==> config.mk <==
export PLATFORM = sky130hd
export DESIGN_NAME = seq_divider
export DESIGN_NICKNAME = d
export VERILOG_FILES = /design/src/rtl/seq_divider_pkg.sv /design/src/rtl/seq_divider_step.sv /design/src/rtl/seq_divider.sv
export SDC_FILE = /design/constraint.sdc
export NUM_CORES = 1
export LEC_CHECK = 0
export ABC_AREA = 1
export ABC_CLOCK_PERIOD_IN_PS = 2100
export CELL_PAD_IN_SITES_DETAIL_PLACEMENT = 1
export CELL_PAD_IN_SITES_GLOBAL_PLACEMENT = 1
export CORE_ASPECT_RATIO = 1.5
export CORE_MARGIN = 4
export CORE_UTILIZATION = 25
export DETAILED_ROUTE_END_ITERATION = 10
export PLACE_DENSITY_LB_ADDON = 0.1
export SYNTH_ARGS = -nofsm -noshare
export SYNTH_HDL_FRONTEND = slang
export SYNTH_SLANG_ARGS = --single-unit
==> constraint.sdc <==
create_clock -name clk -period 2.1 [get_ports clk]
set_input_delay 0.315 -clock clk [delete_from_list [all_inputs] [get_ports clk]]
set_output_delay 0.315 -clock clk [all_outputs]
set_load 0.01 [all_outputs]
==> src/rtl/seq_divider_pkg.sv <==
// Shared definitions for the iterative RV32 divider: state encoding, width
// and the M-extension special-case result constants.
package seq_divider_pkg;

  localparam int DIV_WIDTH = 32;

  localparam logic [1:0] ST_IDLE = 2'd0;
  localparam logic [1:0] ST_CALC = 2'd1;
  localparam logic [1:0] ST_FIX  = 2'd2;
  localparam logic [1:0] ST_DONE = 2'd3;

  typedef enum logic [1:0] {
    IDLE = ST_IDLE,
    CALC = ST_CALC,
    FIX  = ST_FIX,
    DONE = ST_DONE
  } div_state_t;

  localparam logic [DIV_WIDTH-1:0] DIV_BY_ZERO_Q = 32'hFFFF_FFFF;
  localparam logic [DIV_WIDTH-1:0] INT_MIN       = 32'h8000_0000;

endpackage

==> src/rtl/seq_divider_step.sv <==
// One restoring shift-and-subtract step, kept separate so the wide subtract
// can later be mapped onto a DSP slice or retimed.
module div_step
  import seq_divider_pkg::*;
#(
  parameter int WIDTH = DIV_WIDTH
) (
  input  logic [WIDTH-1:0] i_rem,
  input  logic             i_quo_msb,
  input  logic [WIDTH-1:0] i_divisor,
  output logic [WIDTH-1:0] o_rem,
  output logic             o_q_bit
);

  logic [WIDTH:0] w_shift;
  logic [WIDTH:0] w_trial;

  // The partial remainder is always below the divisor, so the shifted value
  // and the difference both fit 33 bits and bit 32 of the trial is its sign.
  assign w_shift = {i_rem, i_quo_msb};
  assign w_trial = w_shift - {1'b0, i_divisor};

  assign o_q_bit = ~w_trial[WIDTH];
  assign o_rem   = o_q_bit ? w_trial[WIDTH-1:0] : w_shift[WIDTH-1:0];

endmodule

==> src/rtl/seq_divider.sv <==
// Iterative signed/unsigned 32-bit divider with RISC-V M semantics:
// one quotient bit per cycle, fixed 33-cycle latency from accept to done.
module seq_divider
  import seq_divider_pkg::*;
#(
  parameter int WIDTH = DIV_WIDTH
) (
  input  logic             clk,
  input  logic             reset,
  input  logic             start,
  input  logic             is_signed,
  input  logic [WIDTH-1:0] dividend,
  input  logic [WIDTH-1:0] divisor,
  output logic [WIDTH-1:0] quotient,
  output logic [WIDTH-1:0] remainder,
  output logic             busy,
  output logic             done
);

  localparam int CW = $clog2(WIDTH);

  div_state_t       r_state;
  div_state_t       w_state_next;
  logic [CW-1:0]    r_count;
  logic             r_q_neg;
  logic             r_r_neg;
  logic             r_div_zero;
  logic             r_overflow;
  logic [WIDTH-1:0] r_dividend_orig;
  logic [WIDTH-1:0] r_dmag;
  logic [WIDTH-1:0] r_rem;
  logic [WIDTH-1:0] r_quo;
  logic [WIDTH-1:0] r_quotient;
  logic [WIDTH-1:0] r_remainder;

  logic             w_dvd_neg;
  logic             w_dvs_neg;
  logic [WIDTH-1:0] w_dvd_mag;
  logic [WIDTH-1:0] w_dvs_mag;
  logic [WIDTH-1:0] w_rem_next;
  logic             w_q_bit;
  logic             w_last;
  logic [WIDTH-1:0] w_fix_q;
  logic [WIDTH-1:0] w_fix_r;

  assign w_dvd_neg = is_signed & dividend[WIDTH-1];
  assign w_dvs_neg = is_signed & divisor[WIDTH-1];
  assign w_dvd_mag = w_dvd_neg ? -dividend : dividend;
  assign w_dvs_mag = w_dvs_neg ? -divisor  : divisor;
  assign w_last    = (r_count == CW'(WIDTH - 1));

  div_step #(
    .WIDTH(WIDTH)
  ) u_step (
    .i_rem     (r_rem),
    .i_quo_msb (r_quo[WIDTH-1]),
    .i_divisor (r_dmag),
    .o_rem     (w_rem_next),
    .o_q_bit   (w_q_bit)
  );

  always_comb begin
    w_state_next = r_state;
    case (r_state)
      IDLE:    if (start) w_state_next = CALC;
      CALC:    if (w_last) w_state_next = FIX;
      FIX:     w_state_next = DONE;
      DONE:    w_state_next = IDLE;
      default: w_state_next = IDLE;
    endcase
  end

  always_comb begin
    w_fix_q = r_q_neg ? -r_quo : r_quo;
    w_fix_r = r_r_neg ? -r_rem : r_rem;
    if (r_div_zero) begin
      w_fix_q = DIV_BY_ZERO_Q;
      w_fix_r = r_dividend_orig;
    end else if (r_overflow) begin
      w_fix_q = INT_MIN;
      w_fix_r = '0;
    end
  end

  always_ff @(posedge clk) begin
    if (reset) begin
      r_state         <= IDLE;
      r_count         <= '0;
      r_q_neg         <= 1'b0;
      r_r_neg         <= 1'b0;
      r_div_zero      <= 1'b0;
      r_overflow      <= 1'b0;
      r_dividend_orig <= '0;
      r_dmag          <= '0;
      r_rem           <= '0;
      r_quo           <= '0;
      r_quotient      <= '0;
      r_remainder     <= '0;
    end else begin
      r_state <= w_state_next;
      case (r_state)
        IDLE: begin
          if (start) begin
            r_q_neg         <= w_dvd_neg ^ w_dvs_neg;
            r_r_neg         <= w_dvd_neg;
            r_div_zero      <= (divisor == '0);
            r_overflow      <= is_signed && (dividend == INT_MIN) && (divisor == '1);
            r_dividend_orig <= dividend;
            r_dmag          <= w_dvs_mag;
            r_quo           <= w_dvd_mag;
            r_rem           <= '0;
            r_count         <= '0;
          end
        end
        CALC: begin
          // Dividend bits shift out of r_quo's top while quotient bits enter below.
          r_rem   <= w_rem_next;
          r_quo   <= {r_quo[WIDTH-2:0], w_q_bit};
          r_count <= r_count + CW'(1);
        end
        FIX: begin
          r_quotient  <= w_fix_q;
          r_remainder <= w_fix_r;
        end
        default: ;
      endcase
    end
  end

  assign quotient  = r_quotient;
  assign remainder = r_remainder;
  assign busy      = (r_state == CALC) || (r_state == FIX);
  assign done      = (r_state == DONE);

endmodule

Word-level counts from Yosys, hierarchy flattened

Index checks and enable logic that the tools add are counted.

Bits in registers: 203
Bits of input ports: 68
Word-level logic and storage cells: 57
Output and inout bits: 66

Equality and inequality tests: 8
Mux-type cells: 18
Add/subtract/negate cells: 6
Bitwise logic cells: 4
Reduce and logical (&&, ||, !) cells: 9

Operator list:

| kind                                          | number |
|---|---|
| two-way mux 32 bit                            | 11 |
| negation 32 bit                               | 4 |
| one-hot mux 32 bit (2 select lines)           | 2 |
| == test 32 bit, second input constant         | 2 |
| subtractor 33 x 32 -> 33 bit                  | 1 |
| logical NOT 32 bit                            | 1 |
| one-hot mux 5 bit (2 select lines)            | 1 |
| one-hot mux 2 bit (4 select lines)            | 1 |
| AND reduction 2 bit                           | 3 |
| adder 5 x 1 -> 5 bit, second input constant   | 1 |
| == test 5 bit, second input constant          | 1 |
| two-way mux 5 bit                             | 1 |
| == test 2 bit, second input constant          | 2 |
| two-way mux 2 bit                             | 2 |
| inequality test 2 bit, second input constant  | 2 |
| bitwise AND 1 bit                             | 2 |
| == test 2 x 1 -> 1 bit, second input constant | 1 |
| logical AND 1 bit                             | 2 |
| logical NOT 2 bit                             | 1 |
| nonzero test 2 bit                            | 1 |
| logical OR 1 bit                              | 1 |
| NOT 1 bit                                     | 1 |
| bitwise XOR 1 bit                             | 1 |

Logic depth before layout (Yosys ltp)

Word-level depth: 4
Mapped depth: 18
Gate-level depth less buffers: 17

Modules after synthesis

From an unflattened synthesis, not the netlist that was laid out.

Cell total of the unflattened synthesis: 2498
Area, all modules: 14875.5 sq um

By module, submodules not included:

| module      | area each (sq um) | instances | seq. area each (sq um) | cells each |
|---|---|---|---|---|
| seq_divider | 11725.0           | 1         | 4063.9                 | 1818 |
| div_step    | 3150.5            | 1         | 0.0                    | 680 |

Worst setup path after synthesis

OpenSTA, ideal clock, no wires.

Kind: register -> register
Start point: register r_quo[31]
End point: register r_rem[17]
Clock period less this slack: 2241 ps
Cell stages (with the launch flop): 19
Setup slack: -141 ps
Path buffers: 1
Library setup time: 141 ps
Arrival time: 2100 ps
Required time: 1959 ps
Path through: dfxtp_1 inv_1 ha_1 fa_1 inv_1 nand2_1 nand2_1 nand3_2 nand2_4 nand2_4 nand2_4 nand2_4 nand2_4 nand2_8 nand2_8 buf_12 nand2_4 nand3_2 a21oi_2

Longest elaborated chain between the ends: 3

Ends and longest elaborated chain:

| item                                | line                   | RTL |
|---|---|---|
| from (decl)                         | seq_divider.sv:32      | `logic [WIDTH-1:0] r_quo;` |
| from (signal assigned)              | seq_divider.sv:110     | `r_quo <= w_dvd_mag;` |
| from (signal assigned)              | seq_divider.sv:118     | `r_quo <= {r_quo[WIDTH-2:0], w_q_bit};` |
| subtractor 33 x 32 -> 33 bit        | seq_divider_step.sv:21 | `assign w_trial = w_shift - {1'b0, i_divisor};` |
| two-way mux 32 bit                  | seq_divider_step.sv:24 | `assign o_rem = o_q_bit ? w_trial[WIDTH-1:0] : w_shift[WIDTH-1:0];` |
| one-hot mux 32 bit (2 select lines) | seq_divider.sv:101     | `case (r_state)` |
| to (signal assigned)                | seq_divider.sv:117     | `r_rem <= w_rem_next;` |
| to (decl)                           | seq_divider.sv:31      | `logic [WIDTH-1:0] r_rem;` |

No other way between the ends.
A chain may end at the register's enable or synchronous reset.

Worst setup path in the final report

Start point: register r_quo[31]
End point: register r_rem[2]

The elaborated chain is that of the path after synthesis.

==> qor.txt <==
Crit. Startpoint: r_quo[31]$_SDFFE_PP0P_
Top Ports: 134
Starting Density: 25.4%
Post-CTS Hold Fix Bufs: 0
R2R Path Start: r_quo[31]$_SDFFE_PP0P_
Placement Cell Area: 19800 um^2
htree depth: 1
worst-margin pin slew: 898 ps
Final Hold Viols: 0
period utilisation layout: 108%
ranking of synthesized cells by area: dfxtp_1, nand2_1, a21oi_1
Post-synth ARST share: 0%
sequential share of the synthesized area: 27.5%
row count: 108
Max-slew headroom: 39.7%
CTS Sinks: 203
post-synthesis sequential element count: 203
dpl hpwl: 59400 um
Yosys top cell by area: dfxtp_1
CTS max path bufs: 3
IO Port Bufs: 133
Slew Viols, Final: 0
most frequent cells after synthesis: nand2_1, inv_1, a21oi_1
Die W: 206 um
main combinational cell family by area after synthesis: simple AND/OR/NAND/NOR gates
CP peak stage delay: 350 ps
hold-critical path depth: 3
Lkg Pwr: 10.1 nW
DRT Pass-1 Iters: 4
die area: 63100 um^2
Post-synth EDFFs: 0
largest net degree at the start of global routing: 100
syn_area_per_cell: 6.26 um^2
All-Layer GR Usage: 22.4%
Worst Path Arrival: 2730 ps
Synth Area in XOR/XNOR: 2.25%
failing checks: negative setup slack
vias in the first global route: 18600
Cells after Synth: 2359
FMAX: 442 MHz
DR DRC count: 0
compound-gate portion of the synthesized area: 19.8%
unrepaired setup endpoints after global routing: yes
simple-gate share of the synthesized area: 35.2%
clock-pin slew on the worst setup and hold paths: 60 ps
antenna violations before repair: 0
Reg2Reg Depth: 17
share of the synthesized area in the top cell type: 27.5%
DR vias/cell: 4.78
CTS tree: yes
DRT iter0 DRCs: 550
clk_lat worst skew: 550 ps
Num CTS Buffers: 26
Cell Pwr Density: 1200 nW/um^2
crit-path cells: inv_2 -> ha_4 -> fa_2 -> inv_2 -> nand2_2 -> nand2_2 -> nand3_2 -> nand2_4 -> nand2_4 -> nand2_4 -> nand2_8 -> nand2_8 -> nand2_8 -> buf_12 -> nand3_2 -> nand3_1 -> a21oi_1
clock skew: 16.0 ps
Area Growth Syn to Fin: 47.7%
ant diodes: 0
Startpoint Class: register
Max VDD drop: 689 uV
fin worst setup slack: -162 ps
via count: 17300
Synth Flop Type: dfxtp_1
Mapped Area: 14800 um^2
min-delay src: reset
Setup crit end kind: register
Setup Viol. Count Final: 33
GRT overflow: 0
post-place setup slack: -663 ps
placer congestion estimate: 0.912
fin nets: 2953
post-route cell area: 21800 um^2
Clock Tree Root: clkbuf_16
Critical Path RT: 2570 ps
Final Power: 0.0262 W
CP Class: register to register
min cycle time layout: 2260 ps
Synth Area in Adders: 3.78%
unique cell type count in the Yosys netlist: 49
first-pass GRT wire length: 110000 um
drt wl/cell: 20.1 um
outcome: finished with violations
R2R setup slack: -160 ps
mux cell area share after synthesis: 0%
Post-Route WL: 72900 um
ANT nets after route: 0
Synthesized Nets: 2471
worst hold path type: input pin to register
slowest cell on the critical path: fa_2
count of yosys warnings during synthesis: 0
fin util: 37.5%
DIE HEIGHT: 306 um
core area: 58200 um^2
most frequent cell after synthesis: nand2_1
critical path peak fanout: 8
share of layout cells above drive strength 1: 26.9%
max-cap viol count: 0
worst paths after layout:
path	to
worst min-delay path	r_quo[1]$_SDFFE_PP0P_
worst min register to register	r_count[4]$_SDFFE_PP0P_
worst max register to register	r_rem[2]$_SDFFE_PP0P_
worst max-delay path	r_rem[2]$_SDFFE_PP0P_
state kept, by name, summed over array words and instances, names as in the netlist:
signal	flops
quotient	32
r_dividend_orig	32
r_dmag	32
r_quo	32
r_rem	32
remainder	32
r_count	5
r_state	2
r_div_zero	1
r_overflow	1
r_q_neg	1
r_r_neg	1
worst max-delay path: cells and delay by family, from the launching register on:
kind,cells,cell delay (ps)
compound gates,1,160
flops,1,340
fa+ha+maj,2,510
buf+inv,3,320
simple gates,11,850
cells in the final DEF, fill, tap and decap left out, types with 5 or more instances in the layout:
cell,synthesis,routed
nand2_1,552,511
buf_4,0,395
inv_1,302,278
a21oi_1,263,251
o21ai_0,195,192
dfxtp_1,203,189
nand3_1,197,181
nor2_1,191,169
clkdlybuf4s50_1,0,131
nand2_2,21,55
nand3_2,36,48
inv_2,11,33
a21oi_2,22,32
ha_4,0,29
clkbuf_16,0,29
nand4_1,28,28
xor2_1,28,27
o211ai_1,24,24
nand2_4,19,23
nor2_2,5,22
buf_12,2,21
nor3_1,22,18
nand3b_1,15,15
dfxtp_2,0,14
ha_1,43,12
nor4_1,9,9
nor2_4,2,7
nand2_8,2,7
xnor2_1,10,7
o31ai_1,7,7
clkbuf_8,3,7
nand3_4,2,6
clkinv_2,0,6
clkinv_1,5,5
nor3_2,3,5
or2_2,5,5
clkbuf_1,76,5
layer usage:
| metal | track usage (%) | up-vias | share of wire [%] |
|---|---|---|---|
| met3 | 1.46 | 114 | 2.0 |
| met1 | 23.0 | 8315 | 37 |
| li1 | - | 8678 | - |
| met4 | 12.1 | 0 | 6.3 |
| met2 | 44.1 | 239 | 55 |
| met5 | 0 | - | 0 |
area by class of cell:
| type | instances | area [um^2] |
|---|---|---|
| tap | 770 | 963 |
| timing repair buffer | 555 | 4820 |
| fill | 7331 | 36400 |
| clock inverter | 8 | 72.6 |
| inverter | 318 | 1200 |
| sequential | 203 | 4080 |
| multi-input combinational | 1737 | 9900 |
| clock buffer | 39 | 791 |
metrics by stage:
stage	instances	hold WS (ps)	TNS (ps)
after floorplan	2359	443	-327
after global placement	3559	451	-20650
after detailed placement	3559	463	-24960
after CTS	3619	309	-2730
after global routing	3630	332	-7960
final	3630	319	-3830
power by group:
group | switching [W] | internal, W
registers | 0.000908 | 0.00490
clock network | 0.00187 | 0.00271
logic | 0.00919 | 0.00658
total | 0.0120 | 0.0142
timing repair:
item	CTS	global route
setup buffers	12	8
gates resized for setup	124	76
setup endpoints to repair	49	62
pin swaps	24	32
gates cloned	1	3
cell families (layout without fill, tap and decap cells):
| kind of cell | after synthesis | after routing |
|---|---|---|
| buf+inv | 421 | 920 |
| fa+ha+maj | 44 | 44 |
| compound gates | 536 | 536 |
| flops | 203 | 203 |
| simple gates | 1117 | 1119 |
| xor+xnor | 38 | 38 |
Note: power is estimated with default switching activity, not from simulation.
